[src/rtl/hold_pkg.sv]
// Shared constants and types for the climbing-wall hold store.
// Default layout holds the standard 15-hold wall; remaining slots are parked off-wall by the top.
package hold_pkg;

    localparam int MAX_HOLDS      = 64;
    localparam int HOLD_DEFAULT_N = 15;

    localparam int HOLD_X0 [MAX_HOLDS] = '{
        0: 400,  1: 300,  2: 580,  3: 300,  4: 700,
        5: 450,  6: 600,  7: 640,  8: 300,  9: 250,
        10: 375, 11: 500, 12: 530, 13: 580, 14: 650,
        default: 0
    };

    localparam int HOLD_Y0 [MAX_HOLDS] = '{
        0: 50,     1: 100,    2: 400,    3: 600,    4: 200,
        5: -550,   6: -450,   7: -200,   8: -1000,  9: 300,
        10: -1500, 11: -1200, 12: -1400, 13: -1600, 14: -700,
        default: 0
    };

    typedef enum logic {
        S_IDLE = 1'b0,
        S_SCAN = 1'b1
    } scan_state_e;

endpackage

[src/rtl/hold_dist2.sv]
// Combinational hand-to-hold proximity test: dx*dx + dy*dy < GRAB_R2.
// Squares are taken on magnitudes so the unsigned sum never overflows.
module hold_dist2
    import hold_pkg::*;
#(
    parameter int XW      = 12,
    parameter int YW      = 13,
    parameter int GRAB_R2 = 150
)(
    input  logic signed [XW:0]   hwx_i,
    input  logic signed [YW:0]   hwy_i,
    input  logic signed [XW-1:0] hx_i,
    input  logic signed [YW-1:0] hy_i,
    output logic                 near_o
);

    localparam int SW = 2 * (YW + 1) + 1;

    logic signed [XW:0] dx;
    logic signed [YW:0] dy;
    logic        [XW:0] adx;
    logic        [YW:0] ady;
    logic      [SW-1:0] sum;

    always_comb begin
        dx     = hwx_i - {hx_i[XW-1], hx_i};
        dy     = hwy_i - {hy_i[YW-1], hy_i};
        adx    = dx[XW] ? -dx : dx;
        ady    = dy[YW] ? -dy : dy;
        sum    = SW'(adx) * SW'(adx) + SW'(ady) * SW'(ady);
        near_o = (sum < SW'(GRAB_R2));
    end

endmodule

[src/rtl/hold_table.sv]
// Hold store for the climbing wall: draws holds per pixel, scans hand contact once per frame,
// and lets hand 1 carry a hold in map-edit mode.
module hold_table
    import hold_pkg::*;
#(
    parameter  int NUM_HOLDS = 16,
    parameter  int HOLD_R    = 8,
    parameter  int GRAB_R2   = 150,
    parameter  int XW        = 12,
    parameter  int YW        = 13,
    localparam int IW        = $clog2(NUM_HOLDS)
)(
    input  logic                 vclock,
    input  logic                 reset_n,
    input  logic [10:0]          hcount,
    input  logic [9:0]           vcount,
    input  logic signed [XW-1:0] screenx,
    input  logic signed [YW-1:0] screeny,
    input  logic                 frame_start,
    input  logic                 edit_mode,
    input  logic [10:0]          hand1x,
    input  logic [9:0]           hand1y,
    input  logic [10:0]          hand2x,
    input  logic [9:0]           hand2y,
    input  logic                 grab1,
    input  logic                 grab2,
    output logic                 exists,
    output logic [IW-1:0]        exists_idx,
    output logic                 hand1_on,
    output logic                 hand2_on,
    output logic [IW-1:0]        hand1_idx,
    output logic [IW-1:0]        hand2_idx,
    output logic                 carrying,
    output logic [IW-1:0]        carry_idx,
    output logic                 scan_busy
);

    localparam logic signed [YW-1:0] PARK_Y = {1'b1, {(YW-1){1'b0}}};

    logic signed [XW-1:0] hx_q [NUM_HOLDS];
    logic signed [YW-1:0] hy_q [NUM_HOLDS];
    logic signed [XW-1:0] hx_d [NUM_HOLDS];
    logic signed [YW-1:0] hy_d [NUM_HOLDS];

    logic signed [XW:0] wx, hw1x, hw2x;
    logic signed [YW:0] wy, hw1y, hw2y;

    logic [NUM_HOLDS-1:0] pix_hit;
    logic                 pix_any;
    logic [IW-1:0]        pix_idx;
    logic                 exists_q;
    logic [IW-1:0]        exists_idx_q;

    scan_state_e   state_q, state_d;
    logic [IW-1:0] i_q, i_d;
    logic          h1_found_q, h1_found_d, h2_found_q, h2_found_d;
    logic [IW-1:0] h1_fidx_q, h1_fidx_d, h2_fidx_q, h2_fidx_d;
    logic          h1_on_q, h1_on_d, h2_on_q, h2_on_d;
    logic [IW-1:0] h1_idx_q, h1_idx_d, h2_idx_q, h2_idx_d;
    logic          near1, near2, scan_done;
    logic          new1_on, new2_on;
    logic [IW-1:0] new1_idx, new2_idx;

    logic          carrying_q, carrying_d, move;
    logic [IW-1:0] carry_idx_q, carry_idx_d;

    logic unused_grab2;
    assign unused_grab2 = grab2;

    assign wx   = {screenx[XW-1], screenx} + (XW+1)'(hcount);
    assign wy   = {screeny[YW-1], screeny} + (YW+1)'(vcount);
    assign hw1x = {screenx[XW-1], screenx} + (XW+1)'(hand1x);
    assign hw1y = {screeny[YW-1], screeny} + (YW+1)'(hand1y);
    assign hw2x = {screenx[XW-1], screenx} + (XW+1)'(hand2x);
    assign hw2y = {screeny[YW-1], screeny} + (YW+1)'(hand2y);

    for (genvar g = 0; g < NUM_HOLDS; g++) begin : g_pix
        logic signed [XW:0] pdx;
        logic signed [YW:0] pdy;
        assign pdx = wx - {hx_q[g][XW-1], hx_q[g]};
        assign pdy = wy - {hy_q[g][YW-1], hy_q[g]};
        assign pix_hit[g] = (int'(pdx) >= -HOLD_R) && (int'(pdx) <= HOLD_R) &&
                            (int'(pdy) >= -HOLD_R) && (int'(pdy) <= HOLD_R);
    end

    // Walk downwards so the lowest hit index is the one left standing.
    always_comb begin
        pix_any = 1'b0;
        pix_idx = '0;
        for (int i = NUM_HOLDS - 1; i >= 0; i--) begin
            if (pix_hit[i]) begin
                pix_any = 1'b1;
                pix_idx = IW'(i);
            end
        end
    end

    hold_dist2 #(.XW(XW), .YW(YW), .GRAB_R2(GRAB_R2)) u_dist1 (
        .hwx_i (hw1x),
        .hwy_i (hw1y),
        .hx_i  (hx_q[i_q]),
        .hy_i  (hy_q[i_q]),
        .near_o(near1)
    );

    hold_dist2 #(.XW(XW), .YW(YW), .GRAB_R2(GRAB_R2)) u_dist2 (
        .hwx_i (hw2x),
        .hwy_i (hw2y),
        .hx_i  (hx_q[i_q]),
        .hy_i  (hy_q[i_q]),
        .near_o(near2)
    );

    assign scan_done = (state_q == S_SCAN) && (i_q == IW'(NUM_HOLDS - 1));
    assign new1_on   = h1_found_q | near1;
    assign new2_on   = h2_found_q | near2;
    assign new1_idx  = h1_found_q ? h1_fidx_q : i_q;
    assign new2_idx  = h2_found_q ? h2_fidx_q : i_q;

    always_comb begin
        state_d    = state_q;
        i_d        = i_q;
        h1_found_d = h1_found_q;
        h1_fidx_d  = h1_fidx_q;
        h2_found_d = h2_found_q;
        h2_fidx_d  = h2_fidx_q;
        h1_on_d    = h1_on_q;
        h1_idx_d   = h1_idx_q;
        h2_on_d    = h2_on_q;
        h2_idx_d   = h2_idx_q;
        unique case (state_q)
            S_IDLE: begin
                if (frame_start) begin
                    state_d    = S_SCAN;
                    i_d        = '0;
                    h1_found_d = 1'b0;
                    h1_fidx_d  = '0;
                    h2_found_d = 1'b0;
                    h2_fidx_d  = '0;
                end
            end
            S_SCAN: begin
                if (near1 && !h1_found_q) begin
                    h1_found_d = 1'b1;
                    h1_fidx_d  = i_q;
                end
                if (near2 && !h2_found_q) begin
                    h2_found_d = 1'b1;
                    h2_fidx_d  = i_q;
                end
                if (scan_done) begin
                    state_d  = S_IDLE;
                    h1_on_d  = new1_on;
                    h1_idx_d = new1_on ? new1_idx : '0;
                    h2_on_d  = new2_on;
                    h2_idx_d = new2_on ? new2_idx : '0;
                end else begin
                    i_d = i_q + 1'b1;
                end
            end
            default: state_d = S_IDLE;
        endcase
    end

    // A release at frame_start takes precedence over any pick-up from the same frame.
    always_comb begin
        carrying_d  = carrying_q;
        carry_idx_d = carry_idx_q;
        move        = 1'b0;
        if (!edit_mode) begin
            carrying_d = 1'b0;
        end else if (frame_start && carrying_q) begin
            if (grab1) begin
                move = 1'b1;
            end else begin
                carrying_d = 1'b0;
            end
        end else if (scan_done && !carrying_q && grab1 && new1_on) begin
            carrying_d  = 1'b1;
            carry_idx_d = new1_idx;
        end
    end

    always_comb begin
        hx_d = hx_q;
        hy_d = hy_q;
        for (int i = 0; i < NUM_HOLDS; i++) begin
            if (move && (carry_idx_q == IW'(i))) begin
                hx_d[i] = hw1x[XW-1:0];
                hy_d[i] = hw1y[YW-1:0];
            end
        end
    end

    always_ff @(posedge vclock or negedge reset_n) begin
        if (!reset_n) begin
            for (int k = 0; k < NUM_HOLDS; k++) begin
                hx_q[k] <= XW'(HOLD_X0[k]);
                hy_q[k] <= (k < HOLD_DEFAULT_N) ? YW'(HOLD_Y0[k]) : PARK_Y;
            end
            exists_q     <= 1'b0;
            exists_idx_q <= '0;
            state_q      <= S_IDLE;
            i_q          <= '0;
            h1_found_q   <= 1'b0;
            h1_fidx_q    <= '0;
            h2_found_q   <= 1'b0;
            h2_fidx_q    <= '0;
            h1_on_q      <= 1'b0;
            h1_idx_q     <= '0;
            h2_on_q      <= 1'b0;
            h2_idx_q     <= '0;
            carrying_q   <= 1'b0;
            carry_idx_q  <= '0;
        end else begin
            hx_q         <= hx_d;
            hy_q         <= hy_d;
            exists_q     <= pix_any;
            exists_idx_q <= pix_idx;
            state_q      <= state_d;
            i_q          <= i_d;
            h1_found_q   <= h1_found_d;
            h1_fidx_q    <= h1_fidx_d;
            h2_found_q   <= h2_found_d;
            h2_fidx_q    <= h2_fidx_d;
            h1_on_q      <= h1_on_d;
            h1_idx_q     <= h1_idx_d;
            h2_on_q      <= h2_on_d;
            h2_idx_q     <= h2_idx_d;
            carrying_q   <= carrying_d;
            carry_idx_q  <= carry_idx_d;
        end
    end

    assign exists     = exists_q;
    assign exists_idx = exists_idx_q;
    assign hand1_on   = h1_on_q;
    assign hand1_idx  = h1_idx_q;
    assign hand2_on   = h2_on_q;
    assign hand2_idx  = h2_idx_q;
    assign carrying   = carrying_q;
    assign carry_idx  = carry_idx_q;
    assign scan_busy  = (state_q == S_SCAN);

endmodule

[config.mk]
export PLATFORM = sky130hd
export DESIGN_NAME = hold_table
export DESIGN_NICKNAME = d
export VERILOG_FILES = /design/src/rtl/hold_pkg.sv /design/src/rtl/hold_dist2.sv /design/src/rtl/hold_table.sv
export SDC_FILE = /design/constraint.sdc
export NUM_CORES = 2
export LEC_CHECK = 0
export ABC_CLOCK_PERIOD_IN_PS = 26200
export CAP_MARGIN = 10
export CORE_MARGIN = 1.5
export CORE_UTILIZATION = 35
export CTS_CLUSTER_SIZE = 40
export DETAILED_ROUTE_END_ITERATION = 7
export SYNTH_ARGS = -nofsm -noshare
export SYNTH_HDL_FRONTEND = slang
export SYNTH_SLANG_ARGS = --single-unit
[constraint.sdc]
create_clock -name vclock -period 26.2 [get_ports vclock]
set_clock_uncertainty 0.05 [all_clocks]
set_input_delay 5.24 -clock vclock [delete_from_list [all_inputs] [get_ports vclock]]
set_output_delay 5.24 -clock vclock [all_outputs]
set_load 0.01 [all_outputs]
==> results_dict.tcl <==
set metrics [dict create \
    antenna_found_initial 17 \
    ys_ff_latch 435 \
    drt.antenna.violating_nets 0 \
    routabilityCongestion 0.938 \
    synth_compound_area_frac 0.163 \
    die_w_um 436 \
    grt_start_max_net_pins 103 \
    fin_nets 9229 \
    min_period_ns 18.86 \
    setup_viol 0 \
    cts_resized 0 \
    hold_viol_final 0 \
    insertion_delay_ns 0.63 \
    cts-hold-fix-buffers 0 \
    clock_sinks 435 \
    wl_mm 197 \
    grt_overflow_total 0 \
    slew_viol_final 0 \
    drc 0 \
    max-cap-violations 0 \
    hpwl_mm 161 \
    ys_warn_count 0 \
    dpl.cell_count 10200 \
    tightest_slew_ns 1.18 \
    crit_path_end_kind "flip-flop" \
    grt_pass1_wl_mm 309 \
    fin_area_mm2 0.0724 \
    dr.pass1.iters 6 \
    vias_per_cell 5.32 \
    hold_class "flip-flop to flip-flop" \
    synth_simple_gate_area_frac 0.141 \
    yosys.area_share.xor_xnor 0.0619 \
    critPathMaxStageDelay_ns 1.03 \
    clock-root-buffer "clkbuf_16" \
    grt_pass1_vias 57000 \
    path_class "input port to flip-flop" \
    nFillCells 18500 \
    vias 54900 \
    stdcell_count 10300 \
    crit_required_ns 26.68 \
    fin_crit_sh 0.720 \
    cts_setup_buffers 0 \
    track_usage 0.205 \
    crit_slowest_cell "fa_1" \
    synth_area_mm2 0.0657 \
    drtIter0Drc 2980 \
    initial_utilization 0.353 \
    coreArea_mm2 0.186 \
    ys_types 98 \
    synth_top_family_by_area "adder cells" \
    rows 158 \
    die_h_um 436 \
    ys_seq_area_frac 0.168 \
    synth_cells 7662 \
    relSlewSlack 0.207 \
    crit_top_cell "fa_1" \
    status "complete, no violations" \
    synth_edf_count 0 \
    synth_adder_area_share 0.325 \
    synth_mux_area_frac 0.0524 \
    start_kind "input port" \
    dpl-instance-area_mm2 0.0705 \
    drive_above_1_share 0.0806 \
    ys_async_sr_fraction 1.00 \
    cts_buffer_depth 3 \
    cts.clk_slew.worst_paths_ns 0.06 \
    io_buffers 113 \
    avgRoutedWirePerCell_um 19.1 \
    die_area_mm2 0.190 \
    pin_count 115 \
    cts.htree.levels 2 \
    synth_top_flop_cell "dfrtp_1" \
    cp_max_fo 18 \
    rsz0062_at_grt "no" \
    cts_inserted_buffers 52 \
    max_freq_ghz 0.0530 \
    cts_tree "yes" \
    setup_tns_ns 0 \
    avgSynthCellArea_um2 8.57 \
    crit_arrival_ns 19.35 \
    syn2layout_area_growth_pct 10.2 \
]
==> sequential cells by signal (all words and copies together), names as in the netlist <==
signal / cells
hy_q: 208
hx_q: 192
carry_idx: 4
exists_idx: 4
h1_fidx_q: 4
h2_fidx_q: 4
hand1_idx: 4
hand2_idx: 4
i_q: 4
carrying: 1
exists: 1
h1_found_q: 1
h2_found_q: 1
hand1_on: 1
hand2_on: 1
scan_busy: 1
==> cell usage after synthesis, types with 28 or more instances <==
master / number / area share
a2111oi_0: 28 / 0.0037
a211oi_1: 33 / 0.0038
a21boi_0: 51 / 0.0058
a21o_1: 127 / 0.015
a21oi_1: 350 / 0.027
a221oi_1: 28 / 0.0037
a31oi_1: 29 / 0.0028
and2_1: 40 / 0.0038
and3_1: 33 / 0.0031
clkbuf_1: 180 / 0.010
dfrtp_1: 293 / 0.11
dfstp_2: 142 / 0.057
fa_1: 592 / 0.18
ha_1: 757 / 0.14
inv_1: 1330 / 0.076
mux2_2: 83 / 0.014
mux2i_1: 113 / 0.017
mux4_2: 61 / 0.021
nand2_1: 640 / 0.037
nand2b_1: 97 / 0.0092
nand3_1: 82 / 0.0062
nand3b_1: 35 / 0.0040
nand4_1: 68 / 0.0065
nor2_1: 495 / 0.028
nor2b_1: 81 / 0.0077
nor3_1: 94 / 0.0072
nor4_1: 50 / 0.0048
o211ai_1: 35 / 0.0040
o21a_1: 101 / 0.012
o21ai_0: 583 / 0.044
o21bai_1: 66 / 0.0075
o221ai_1: 35 / 0.0047
o31ai_1: 34 / 0.0039
or2_2: 63 / 0.0060
or3_1: 45 / 0.0043
xnor2_1: 330 / 0.044
xor2_1: 134 / 0.018
==> metal layers <==
| metal | vias up | part of all wire | track usage |
|---|---|---|---|
| li1 | 26100 | - | - |
| met5 | - | 0 | 0 |
| met3 | 313 | 0.044 | 0.0228 |
| met1 | 27200 | 0.40 | 0.242 |
| met4 | 0 | 0.043 | 0.0867 |
| met2 | 1271 | 0.51 | 0.372 |
==> layout by cell type (no fill, tap or decap), drive strengths merged, types with 41 or more instances in the layout <==
| master | Yosys | final |
|---|---|---|
| nor2 | 496 | 496 |
| mux2i | 113 | 113 |
| dfstp | 142 | 142 |
| clkdlybuf4s50 | 0 | 112 |
| nand2 | 640 | 640 |
| o21a | 101 | 101 |
| nor3 | 94 | 94 |
| inv | 1334 | 1334 |
| nor2b | 81 | 81 |
| a21boi | 52 | 52 |
| a21o | 127 | 127 |
| buf | 13 | 112 |
| nand2b | 97 | 97 |
| clkbuf | 180 | 65 |
| or3 | 45 | 45 |
| xnor2 | 330 | 330 |
| ha | 757 | 757 |
| nor4 | 51 | 51 |
| conb | 2 | 41 |
| o21ai | 589 | 589 |
| fa | 592 | 592 |
| xor2 | 134 | 134 |
| o21bai | 66 | 66 |
| dfrtp | 293 | 293 |
| a21oi | 351 | 351 |
| nand3 | 82 | 82 |
| or2 | 64 | 64 |
| nand4 | 68 | 68 |
| mux4 | 61 | 61 |
| mux2 | 83 | 83 |
==> critical path, delay by kind of cell <==
kind	cells	cell delay [ns]
muxes	1	0.25
adders and majority gates	11	5.46
and+or+nand+nor	12	3.42
AOI/OAI and AO/OA	13	3.49
buffers and inverters	8	1.46
==> final cells by class <==
type | count | area, µm² | share of cell area
diodes | 17 | 42.5 | 0.000588
clock buffers | 65 | 1420 | 0.0196
clock inverters | 31 | 460 | 0.00636
inverters | 1340 | 5030 | 0.0695
multi-input cells | 5733 | 49300 | 0.681
flip-flops and latches | 435 | 11100 | 0.153
well taps | 2480 | 3100 | 0.0429
repair buffers | 224 | 1980 | 0.0274
==> stage by stage <==
step	hold WS, ns	setup slack, ns	util
after CTS	0.439	7.30	0.389
after floorplan	0.416	9.39	-
after global placement	0.414	6.73	0.379
after global routing	0.451	6.63	0.389
after detailed placement	0.425	6.69	0.379
final	0.436	7.34	0.389
==> cell families after synthesis <==
kind of cell / Yosys count
flip-flops: 435
adder cells (fa/ha/maj): 1349
multiplexers: 257
buffers and inverters: 1533
XOR/XNOR: 464
AND/OR/NAND/NOR: 1926
AO/OA/AOI/OAI: 1696
other: 2
==> final timing paths <==
check	startpoint	cells after the start	end	slack [ns]
hold reg to reg	hand1_idx[2]	2	hand1_idx[2]	0.44
hold / removal	hand1_idx[2]	2	hand1_idx[2]	0.44
min in group asynchronous	reset_n	1	hx_q[144]	4.57
setup / recovery	screenx[0]	45	h1_fidx_q[0]	7.34
setup reg to reg	i_q[0]	44	h2_found_q	10.11
max in group asynchronous	reset_n	4	i_q[0]	18.25
Power is not shown: default switching activity piles up to over one toggle a cycle in this logic, so the estimate is an artifact.
